==> config.mk <==
export PLATFORM = sky130hd
export DESIGN_NAME = call_scheduler_flat
export DESIGN_NICKNAME = d
export VERILOG_FILES = /design/src/rtl/call_scheduler_if.sv /design/src/rtl/call_scheduler.sv /design/src/flat_wrapper.sv
export SDC_FILE = /design/constraint.sdc
export NUM_CORES = 1
export LEC_CHECK = 0
export BUFFER_PORTS_ARGS = -buffer_cell sky130_fd_sc_hd__buf_4
export CAP_MARGIN = 20
export CORE_MARGIN = 2
export CORE_UTILIZATION = 40
export CTS_CLUSTER_DIAMETER = 50
export DETAILED_ROUTE_END_ITERATION = 16
export GPL_TIMING_DRIVEN = 0
export REMOVE_ABC_BUFFERS = 1
export SYNTH_ARGS = -nofsm -noshare
export SYNTH_HDL_FRONTEND = slang
export SYNTH_SLANG_ARGS = --single-unit
==> constraint.sdc <==
create_clock -name CLK -period 2.25 [get_ports CLK]
set_input_delay 0.1125 -clock CLK [delete_from_list [all_inputs] [get_ports CLK]]
set_output_delay 0.1125 -clock CLK [all_outputs]
set_load 0.05 [all_outputs]
==> src/rtl/call_scheduler_if.sv <==
// Call scheduler bus: floor-call buttons and car status in, destination and status out.
interface call_scheduler_if;
    logic [7:0] req_btn;
    logic [2:0] cur_floor;
    logic       car_idle;
    logic       arrived;
    logic [2:0] dest_floor;
    logic       dest_load;
    logic [7:0] pending;
    logic       sweep_up;
    logic       busy;

    // Drives the car status and call buttons, observes the scheduler.
    modport master (
        output req_btn, cur_floor, car_idle, arrived,
        input  dest_floor, dest_load, pending, sweep_up, busy
    );

    // The scheduler itself.
    modport slave (
        input  req_btn, cur_floor, car_idle, arrived,
        output dest_floor, dest_load, pending, sweep_up, busy
    );
endinterface

==> src/rtl/call_scheduler.sv <==
// SCAN-style elevator call scheduler: latches floor calls, picks the next
// destination in the current sweep direction, issues it, and waits out the
// car's travel and door dwell before choosing again.
module call_scheduler #(
    parameter int unsigned DWELL_CYCLES = 4
) (
    input logic             CLK,
    input logic             reset,
    call_scheduler_if.slave bus
);

    typedef enum logic [2:0] {IDLE, SELECT, ISSUE, TRAVEL, DWELL} state_t;

    state_t     state;
    state_t     state_next;
    logic [7:0] pending_q;
    logic [2:0] dest_q;
    logic       sweep_q;
    logic [7:0] cnt_q;

    logic [7:0] clr_mask;
    logic [7:0] others;
    logic       load_sel;
    logic       load_cnt;

    logic       up_found;
    logic [2:0] up_idx;
    logic       dn_found;
    logic [2:0] dn_idx;
    logic       sel_found;
    logic [2:0] sel_idx;
    logic       sel_dir;

    assign bus.pending    = pending_q;
    assign bus.dest_floor = dest_q;
    assign bus.sweep_up   = sweep_q;
    assign bus.dest_load  = (state == ISSUE);
    assign bus.busy       = (state != IDLE);

    // Calls other than the one at the car's own floor.
    assign others = pending_q & ~(8'd1 << bus.cur_floor);

    // Nearest pending floor above and below the car, then pick by sweep direction.
    always_comb begin
        up_found  = 1'b0;
        up_idx    = '0;
        dn_found  = 1'b0;
        dn_idx    = '0;
        sel_found = 1'b0;
        sel_idx   = '0;
        sel_dir   = sweep_q;
        for (int unsigned i = 0; i < 8; i++) begin
            if (pending_q[i] && (3'(i) > bus.cur_floor) && !up_found) begin
                up_found = 1'b1;
                up_idx   = 3'(i);
            end
            if (pending_q[i] && (3'(i) < bus.cur_floor)) begin
                dn_found = 1'b1;
                dn_idx   = 3'(i);
            end
        end
        sel_found = up_found | dn_found;
        if (sweep_q) begin
            if (up_found) begin
                sel_idx = up_idx;
                sel_dir = 1'b1;
            end else begin
                sel_idx = dn_idx;
                sel_dir = 1'b0;
            end
        end else begin
            if (dn_found) begin
                sel_idx = dn_idx;
                sel_dir = 1'b0;
            end else begin
                sel_idx = up_idx;
                sel_dir = 1'b1;
            end
        end
    end

    // State register.
    always_ff @(posedge CLK) begin
        if (reset) state <= IDLE;
        else       state <= state_next;
    end

    // Next-state decode and datapath control strobes.
    always_comb begin
        state_next = state;
        clr_mask   = '0;
        load_sel   = 1'b0;
        load_cnt   = 1'b0;
        case (state)
            IDLE: begin
                if (bus.car_idle) begin
                    clr_mask = 8'd1 << bus.cur_floor;
                    if (others != '0) state_next = SELECT;
                end
            end
            SELECT: begin
                if (sel_found) begin
                    load_sel   = 1'b1;
                    state_next = ISSUE;
                end else begin
                    state_next = IDLE;
                end
            end
            ISSUE: state_next = TRAVEL;
            TRAVEL: begin
                if (bus.arrived) begin
                    clr_mask   = 8'd1 << dest_q;
                    load_cnt   = 1'b1;
                    state_next = DWELL;
                end
            end
            DWELL: begin
                if (cnt_q == '0) state_next = IDLE;
            end
            default: state_next = IDLE;
        endcase
    end

    // Call latch, destination/direction registers and dwell counter.
    always_ff @(posedge CLK) begin
        if (reset) begin
            pending_q <= '0;
            dest_q    <= '0;
            sweep_q   <= 1'b1;
            cnt_q     <= '0;
        end else begin
            // Clear first, then OR in the buttons so a held button wins.
            pending_q <= (pending_q & ~clr_mask) | bus.req_btn;
            if (load_sel) begin
                dest_q  <= sel_idx;
                sweep_q <= sel_dir;
            end
            if (load_cnt)
                cnt_q <= 8'(DWELL_CYCLES - 1);
            else if ((state == DWELL) && (cnt_q != '0))
                cnt_q <= cnt_q - 8'd1;
        end
    end

endmodule

==> src/flat_wrapper.sv <==
// flat-port wrapper written by rule: the top's interface ports become plain ports
module call_scheduler_flat 
#(
    parameter int unsigned DWELL_CYCLES = 4
)
  (CLK, reset, bus_req_btn, bus_cur_floor, bus_car_idle, bus_arrived, bus_dest_floor, bus_dest_load, bus_pending, bus_sweep_up, bus_busy);
  call_scheduler_if bus_i ();
  input logic CLK;
  input logic reset;
  input wire logic [$bits(bus_i.req_btn)-1:0] bus_req_btn;
  input wire logic [$bits(bus_i.cur_floor)-1:0] bus_cur_floor;
  input wire logic [$bits(bus_i.car_idle)-1:0] bus_car_idle;
  input wire logic [$bits(bus_i.arrived)-1:0] bus_arrived;
  output wire logic [$bits(bus_i.dest_floor)-1:0] bus_dest_floor;
  output wire logic [$bits(bus_i.dest_load)-1:0] bus_dest_load;
  output wire logic [$bits(bus_i.pending)-1:0] bus_pending;
  output wire logic [$bits(bus_i.sweep_up)-1:0] bus_sweep_up;
  output wire logic [$bits(bus_i.busy)-1:0] bus_busy;
  assign bus_i.req_btn = bus_req_btn;
  assign bus_i.cur_floor = bus_cur_floor;
  assign bus_i.car_idle = bus_car_idle;
  assign bus_i.arrived = bus_arrived;
  assign bus_dest_floor = bus_i.dest_floor;
  assign bus_dest_load = bus_i.dest_load;
  assign bus_pending = bus_i.pending;
  assign bus_sweep_up = bus_i.sweep_up;
  assign bus_busy = bus_i.busy;
  call_scheduler #(.DWELL_CYCLES(DWELL_CYCLES)) u_core (.CLK(CLK), .reset(reset), .bus(bus_i));
endmodule
==> results of run 1 <==
==> power breakdown <==
group / total [W] / switching, W / internal [W]
clock: 0.000195 / 0.000126 / 0.0000691
combinational: 0.000357 / 0.000227 / 0.000129
sequential: 0.000487 / 0.0000501 / 0.000437
total: 0.00104 / 0.000403 / 0.000635
==> metal layers <==
layer	track usage [%]	up-vias	wire length (µm)
met1	24.5	676	1620
met5	0	-	0
met2	31.5	40	1830
li1	-	732	-
met3	2.29	5	144
met4	6.25	0	43
==> through the flow <==
stage               std cells  total power, W
finish                    263         0.00104
global route              263         0.00110
CTS                       263         0.00105
detailed placement        255        0.000845
global placement          255        0.000838
floorplan                 181        0.000723
==> sequential cells by signal (all words and copies together) (netlist names) <==
| name | cells |
|---|---|
| u_core.state | 3 |
| u_core.bus.pending | 8 |
| u_core.bus.dest_floor | 3 |
| u_core.cnt_q | 8 |
| u_core.bus.sweep_up | 1 |
==> final timing paths <==
| check | from | slack, ps | cells after the start | endpoint |
|---|---|---|---|---|
| setup reg to reg | u_core.state[2]$_SDFFE_PP0P_ | 190 | 6 | u_core.cnt_q[6]$_SDFFE_PP0P_ |
| hold reg to reg | u_core.cnt_q[7]$_SDFFE_PP0P_ | 550 | 2 | u_core.cnt_q[7]$_SDFFE_PP0P_ |
| hold / removal | bus_req_btn[2] | 10 | 3 | u_core.bus.pending[2]$_SDFF_PP0_ |
| setup / recovery | u_core.state[2]$_SDFFE_PP0P_ | 190 | 6 | u_core.cnt_q[6]$_SDFFE_PP0P_ |
==> repair_timing <==
action / CTS / global route
endpoints found under the hold margin: 4 / 0
buffers inserted: 0 / 0
hold buffers: 4 / 0
endpoints found under the setup margin: 0 / 0
==> synth_stat cells (3+ instances only) <==
cell        n
a2111oi_0   4
inv_1       8
dfxtp_1    23
a21oi_1    14
nand3_1     5
nor3_1      4
clkbuf_1    7
xor2_1      4
o21ai_0     5
nor2_1     36
a31oi_1     7
xnor2_1     3
nand2_1    20
nor2b_1     6
a211oi_1    4
==> cell type report <==
cell class                      count  area [µm²]
Sequential cell                    23         460
Inverter                            8        30.0
Fill cell                         342        1670
Multi-Input combinational cell    150         897
Timing Repair Buffer               32         250
Clock buffer                        4        26.3
Tap cell                           46        57.6
==> kinds of logic (layout without fill, tap and decap cells) <==
group | count (synthesis) | after routing | synth area share [%]
buffers and inverters | 18 | 44 | 5.16
DFF | 23 | 23 | 32.2
AOI/OAI and AO/OA | 51 | 51 | 25.4
and+or+nand+nor | 90 | 90 | 31.2
xor gates and xnor gates | 7 | 7 | 4.28
adders and majority gates | 2 | 2 | 1.75
==> worst min-delay path: cells and delay by family <==
kind	cells	cell delay, ps
simple gates	2	100
buf+inv	1	80
==> results, run 1 <==
- The per-cell routed wire length is 13.8 µm.
- The slowest library cell on the worst path is or4b_4.
- With fillers left out, the area of the finished cells amounts to 1720 µm².
- STA puts the critical path data arrival time at between 2000 and 2500 ps.
- The relative area change from synthesis to final layout is 20.3%.
- The total vias in the final route is between 1000 and 1500.
- The I/O pin total is 29.
- Walking the worst path, the cells encountered are or3b_4, a31oi_4, nand2_2, or4b_4, xor2_1, nor2_1.
- The net count of the finished layout is between 200 and 250.
- The clock input transition at the sequential cells of the worst setup and hold paths is about 130 ps.
- The wire length of the first global-routing pass is between 6000 and 7000 µm.
- The worst-case hold slack is about 11 ps.
- During placement, the flow inserted port buffers numbering 28.
- In this run the biggest area consumer among cell types represents about a third of the synthesized area.
- The top cell type by total area after synthesis is dfxtp_1.
- The residual overflow from global routing is 0.
- The die height is 63.8 µm.
- The die is 63.8 µm wide.
- The number of antenna violations at the first check in global routing is 0.
- The most frequent standard cell in the layout excluding fill and tap cells is nor2_1.
- In the synthesized netlist, the number of instances is roughly 190.
- The cell at the root of the clock tree is clkbuf_4.
- The share of synthesized registers carrying an async set or reset is 0%.
- For this configuration, the core starts out at a cell density of between 40% and 50%.
- The half-perimeter wire length after placement is ~2700 µm.
- The global-route total usage across every layer is 18.7%.
- In this run the cell area of the synthesized design comes to ~1400 µm².
- The number of buffers and inverters on the critical path is 0.
- The worst slew slack as a fraction of its limit is between 50% and 60%.
- The maximum fanout along the worst path is 8.
- The final layout contains routed wiring with a total length of approximately 3600 µm.
- The placement-stage worst setup slack is 209 ps.
- The class of the most critical hold timing path is input pin to flip-flop.
- The number of endpoints with negative hold slack in the final report is 0.
- The clock sink count is 23.
- The required time of the worst setup path is ~2500 ps.
- The number of cells upsized or downsized after cts is 0.
- In this run the number of H-tree levels came out at 1.
- The number of synthesized flops with an enable pin is 0.
- The maximum operating frequency is roughly 490 MHz.
- Counting distinct cell types in the post-synthesis netlist gives 47.
- The power density relative to cell area is just over 600 nW/µm².
- The fraction of layout instances using a drive strength above 1 is between 10% and 20%.
- Before antenna repair, the detailed router went through 4 iterations.
- The longest clock path from root to sink contains 2 buffers.
- The number of register bits inferred by synthesis is 23.
- The tool flagged a number of max-cap violations equal to 0.
- The count of final max-slew check failures is 0.
- The number of nets with antenna violations after routing is 0.
- For this run, the slowest stage of the critical path takes approximately 530 ps.
- The worst setup slack after layout is around 190 ps.
- The clock tree from TritonCTS is built.
- Setup repair after global routing left no endpoint under its margin.
- The run finished with clean final reports.
- The slew at the pin closest to its max-slew limit is roughly 650 ps.
- 0 antenna diodes ended up in the layout.
- Entering global routing, the biggest net connects 22 pins.
- The post-placement cell area is between 1500 and 2000 µm².
- The worst setup path is captured at a flip-flop.
- The number of global-route vias before repair is between 1000 and 1500.
- The floorplan has 21 rows.
- Yosys attributes the largest share of cell area to dfxtp_1 (32%), nor2_1 (9.4%), nand2_1 (5.2%).
- Cells fill around 51% of the core in the end.
- The largest voltage drop on the vdd net is roughly 0.23 mV.
- The final critical path time including I/O delays and setup is roughly 2100 ps.
- The top cell types in the final layout, fill and taps aside, are nor2_1 (36), buf_4 (28), dfxtp_1 (23), nand2_1 (20), a21oi_1 (14).
- Clock latency on the worst-skew pair, taken at its later pin, is 300 ps.
- The leakage power is approximately 0.67 nW.
- The critical path startpoint category is a flip-flop.
- The critical path is of the flip-flop to flip-flop type.
- The die covers just over 4000 µm².
- The Yosys step of the flow raised 0 warnings.
- The proportion of synthesized chip area in sequential cells is between 30% and 40%.
- The average footprint of a synthesized cell is approximately 7.5 µm².
- The core region is around 3400 µm².
- The final weighted congestion in routability-driven placement is ~0.9.
- The final setup violation count is 0.
- For the final database, setup skew stands at 2.65 ps.
- On the critical path the largest part of the delay comes from simple AND/OR/NAND/NOR gates.
- After detailed routing, the number of vias per cell comes to ~5.5.
- Summed over all failing endpoints, the final setup total negative slack is 0 ps.
- The period utilization is around nine tenths.
- The number of buffers inserted during clock tree synthesis is 3.
- After the first detailed-routing iteration, the DRC count stood at 135.
- The dominant synthesized flop cell is dfxtp_1.
- After detailed routing, the number of remaining DRC violations is 0.
Note: power is estimated with default switching activity, not from simulation.
==> inputs of run 2 (changes only) <==
==> constraint.sdc (replaced) <==
create_clock -name CLK -period 1.9 [get_ports CLK]
set_input_delay 0.095 -clock CLK [delete_from_list [all_inputs] [get_ports CLK]]
set_output_delay 0.095 -clock CLK [all_outputs]
set_load 0.05 [all_outputs]
==> run 2 against run 1 <==
Net effect: register-to-register slack got worse by 180 ps; via count increased by 4.1%; combinational power increased by 35%; sequential share of layout area decreased by 2.1 points.
==> results, run 2 (same netlist as run 1, synthesis figures left out) <==
- The count of antenna diodes in the layout is 0.
- The number of cells in the finished layout apart from fillers is 273.
- The count of final max-slew check failures is 0.
- Setup repair after global routing could not meet its margin everywhere.
- The combined area of the multi-input logic cells is ~980 µm².
- The worst register-to-register path ends at u_core.cnt_q[6]$_SDFFE_PP0P_.
- The die covers between 4000 and 5000 µm².
- The most frequent standard cell in the layout excluding fill and tap cells is nor2_1.
- The clock passes through at most 2 buffers.
- The clock tree skew after final layout is between 3 and 4 ps.
- On the worst path, the slowest cell contributes a delay of slightly above 500 ps.
- The clock input transition at the sequential cells of the worst setup and hold paths is between 100 and 150 ps.
- The number of nets with antenna violations after routing is 0.
- The HPWL after detailed placement is ~2700 µm.
- Summed over all layers, the global routing overflow is 0.
- The final cell utilization of the core is 56.3%.
- The final setup violation count is 0.
- The area of the core region is roughly 3400 µm².
- The arrival time of data at the critical path endpoint is approximately 2100 ps.
- The type of the setup path with the least slack is flip-flop to flip-flop.
- The worst slew slack as a fraction of its limit is 58.1%.
- The signal on the critical path passes through or3b_4, a31oi_4, nand2_2, or4b_4, xor2_2, nor2_1.
- The die height is around 64 µm.
- STA classifies the critical path endpoint as a flip-flop.
- The worst hold path depth is 3.
- In this run the register-to-register setup slack is between 10 and 15 ps.
- The period utilization is between 90% and 100%.
- The net count of the finished layout is around 250.
- The worst setup path is launched from a flip-flop.
- The flow ran to the end, and the final reports show no timing, DRC or antenna violations.
- The global-route total usage across every layer is 19.0%.
- The number of buffers inserted during clock tree synthesis is 3.
- The pin count of the biggest net entering global routing is 22.
- The number of antenna violations at the first check in global routing came to 0.
- The number of buffers inserted by port buffering is 28.
- The number of endpoints with negative hold slack in the final report is 0.
- The clock sink count is 23.
- The first global-routing pass estimated approximately 6400 µm of wire.
- The number of global-route vias before repair was 1468.
- The horizontal die dimension is between 60 and 70 µm.
- The fraction of layout instances using a drive strength above 1 is 24.7%.
- The number of violations of the max-capacitance limit is 0.
- Prior to clock tree synthesis, the placed netlist has a worst setup slack of -141 ps.
- The storage element area is 470 µm².
- The top cell types in the final layout, fill and taps aside, are nor2_1 (35), buf_4 (33), nand2_1 (20), dfxtp_1 (19), a21oi_1 (14).
- During I/O placement, the number of pins put on the boundary was 29.
- Clock latency on the worst-skew pair, taken at its later pin, is about 310 ps.
- The first-pass iteration count of the detailed router is 4.
- The cell at the root of the clock tree is clkbuf_4.
- The total number of H-tree levels is 1.
- The slowest library cell on the worst path is or4b_4.
- The leakage power is ~0.74 nW.
- The number of rows created at floorplan is 21.
- The number of remaining DRC errors is 0.
- The total wirelength of the detailed-routed design is 3940 µm.
- The DRC violation total after the first TritonRoute iteration is between 100 and 150.
- The startpoint identified for the worst hold timing path is bus_arrived.
- The filler cells instantiated in the layout total 315.
- The initial utilization of the core area, before any placement, comes to a little over two fifths.
- In the routed layout, each cell is associated on average with a via count of roughly 5.5.
- At the worst endpoint, the required time is 2160 ps.
- The worst setup slack after layout is around 13 ps.
- From synthesis to final layout, the design area changed by 33.2%.
- In this run the critical register-to-register path is launched from u_core.state[2]$_SDFFE_PP0P_.
- The maximum fanout along the worst path is 8.
- After detailed placement, the design holds a cell count of between 200 and 300.
- Across all layers, the routed design uses approximately 1500 vias.
- At the pin with the least slew margin, the transition time is 622 ps.
- The power density relative to cell area is roughly 680 nW/µm².
- Timing would allow up to ~530 MHz.
- The final critical path time including I/O delays and setup is approximately 1900 ps.
- The overall power after layout is between 0.001 and 0.0015 W.
- In the final timing run, aggregate negative setup slack is 0 ps.
- Measured in cells, the most critical reg-to-reg path has a length of 6.
- The largest voltage drop on the vdd net is ~0.3 mV.
- The congestion estimate from routability-driven global placement came to roughly 0.9.
- TritonCTS built the clock tree.
- Dividing the detail-routed wire length by the instance count gives ~14 µm.
- The class of the most critical hold timing path is input pin to flip-flop.
- The endpoint of the worst hold path is u_core.state[0]$_SDFFE_PP0P_.
[run 2: how the worst max path moves through the flow]
stage                     depth (start not counted)                              from                                    end  slack [ps]
after CTS                                         6      u_core.state[0]$_SDFFE_PP0P_           u_core.cnt_q[6]$_SDFFE_PP0P_          -7
after global placement                            6      u_core.state[2]$_SDFFE_PP0P_           u_core.cnt_q[6]$_SDFFE_PP0P_        -110
after floorplan                                   6  u_core.bus.pending[1]$_SDFF_PP0_  u_core.bus.dest_floor[2]$_SDFFE_PP0P_        -100
after global routing                              6      u_core.state[2]$_SDFFE_PP0P_           u_core.cnt_q[6]$_SDFFE_PP0P_        -100
after detailed placement                          6      u_core.state[2]$_SDFFE_PP0P_           u_core.cnt_q[6]$_SDFFE_PP0P_        -140
final                                             6      u_core.state[2]$_SDFFE_PP0P_           u_core.cnt_q[6]$_SDFFE_PP0P_          10
[run 2: report_power, final]
part / internal [W] / leakage [nW] / switching (W)
logic: 0.000185 / 0.533 / 0.000296
clock network: 0.0000819 / 0.0150 / 0.000153
registers: 0.000518 / 0.191 / 0.0000623
[run 2: per-layer routing]
metal / track usage, % / vias up / wire length, µm
li1: - / 752 / -
met1: 24.6 / 711 / 1710
met2: 32.6 / 40 / 1990
met3: 1.94 / 9 / 151
met4: 6.52 / 0 / 87
met5: 0 / - / 0
[run 2: worst max-delay path, delay by kind of cell, from the launching register on]
| family | cells | cell delay [ps] |
|---|---|---|
| XOR/XNOR | 1 | 160 |
| AND/OR/NAND/NOR | 4 | 1080 |
| AO/OA/AOI/OAI | 1 | 190 |
| flip-flops | 1 | 400 |
[run 2: area by class of cell]
cell class              instances  area share (%)
flip-flops and latches         23            24.7
well taps                      46            3.02
inverters                       8            1.57
clock buffers                   4            1.38
multi-input cells             150            51.5
repair buffers                 42            17.8
[run 2: what timing repair did]
action	CTS	global route
hold endpoints to repair	8	0
endpoints found under the setup margin	6	7
hold buffers	8	0
pin swaps	0	4
gates resized for setup	7	16
buffers inserted	1	5
[run 2: stage by stage]
| stage | cell area (µm²) | hold WS (ps) |
|---|---|---|
| finish | 1910 | 57.4 |
| global route | 1910 | 62.4 |
| CTS | 1780 | 56.1 |
| detailed placement | 1660 | 308 |
| global placement | 1660 | 302 |
| floorplan | 1390 | 164 |
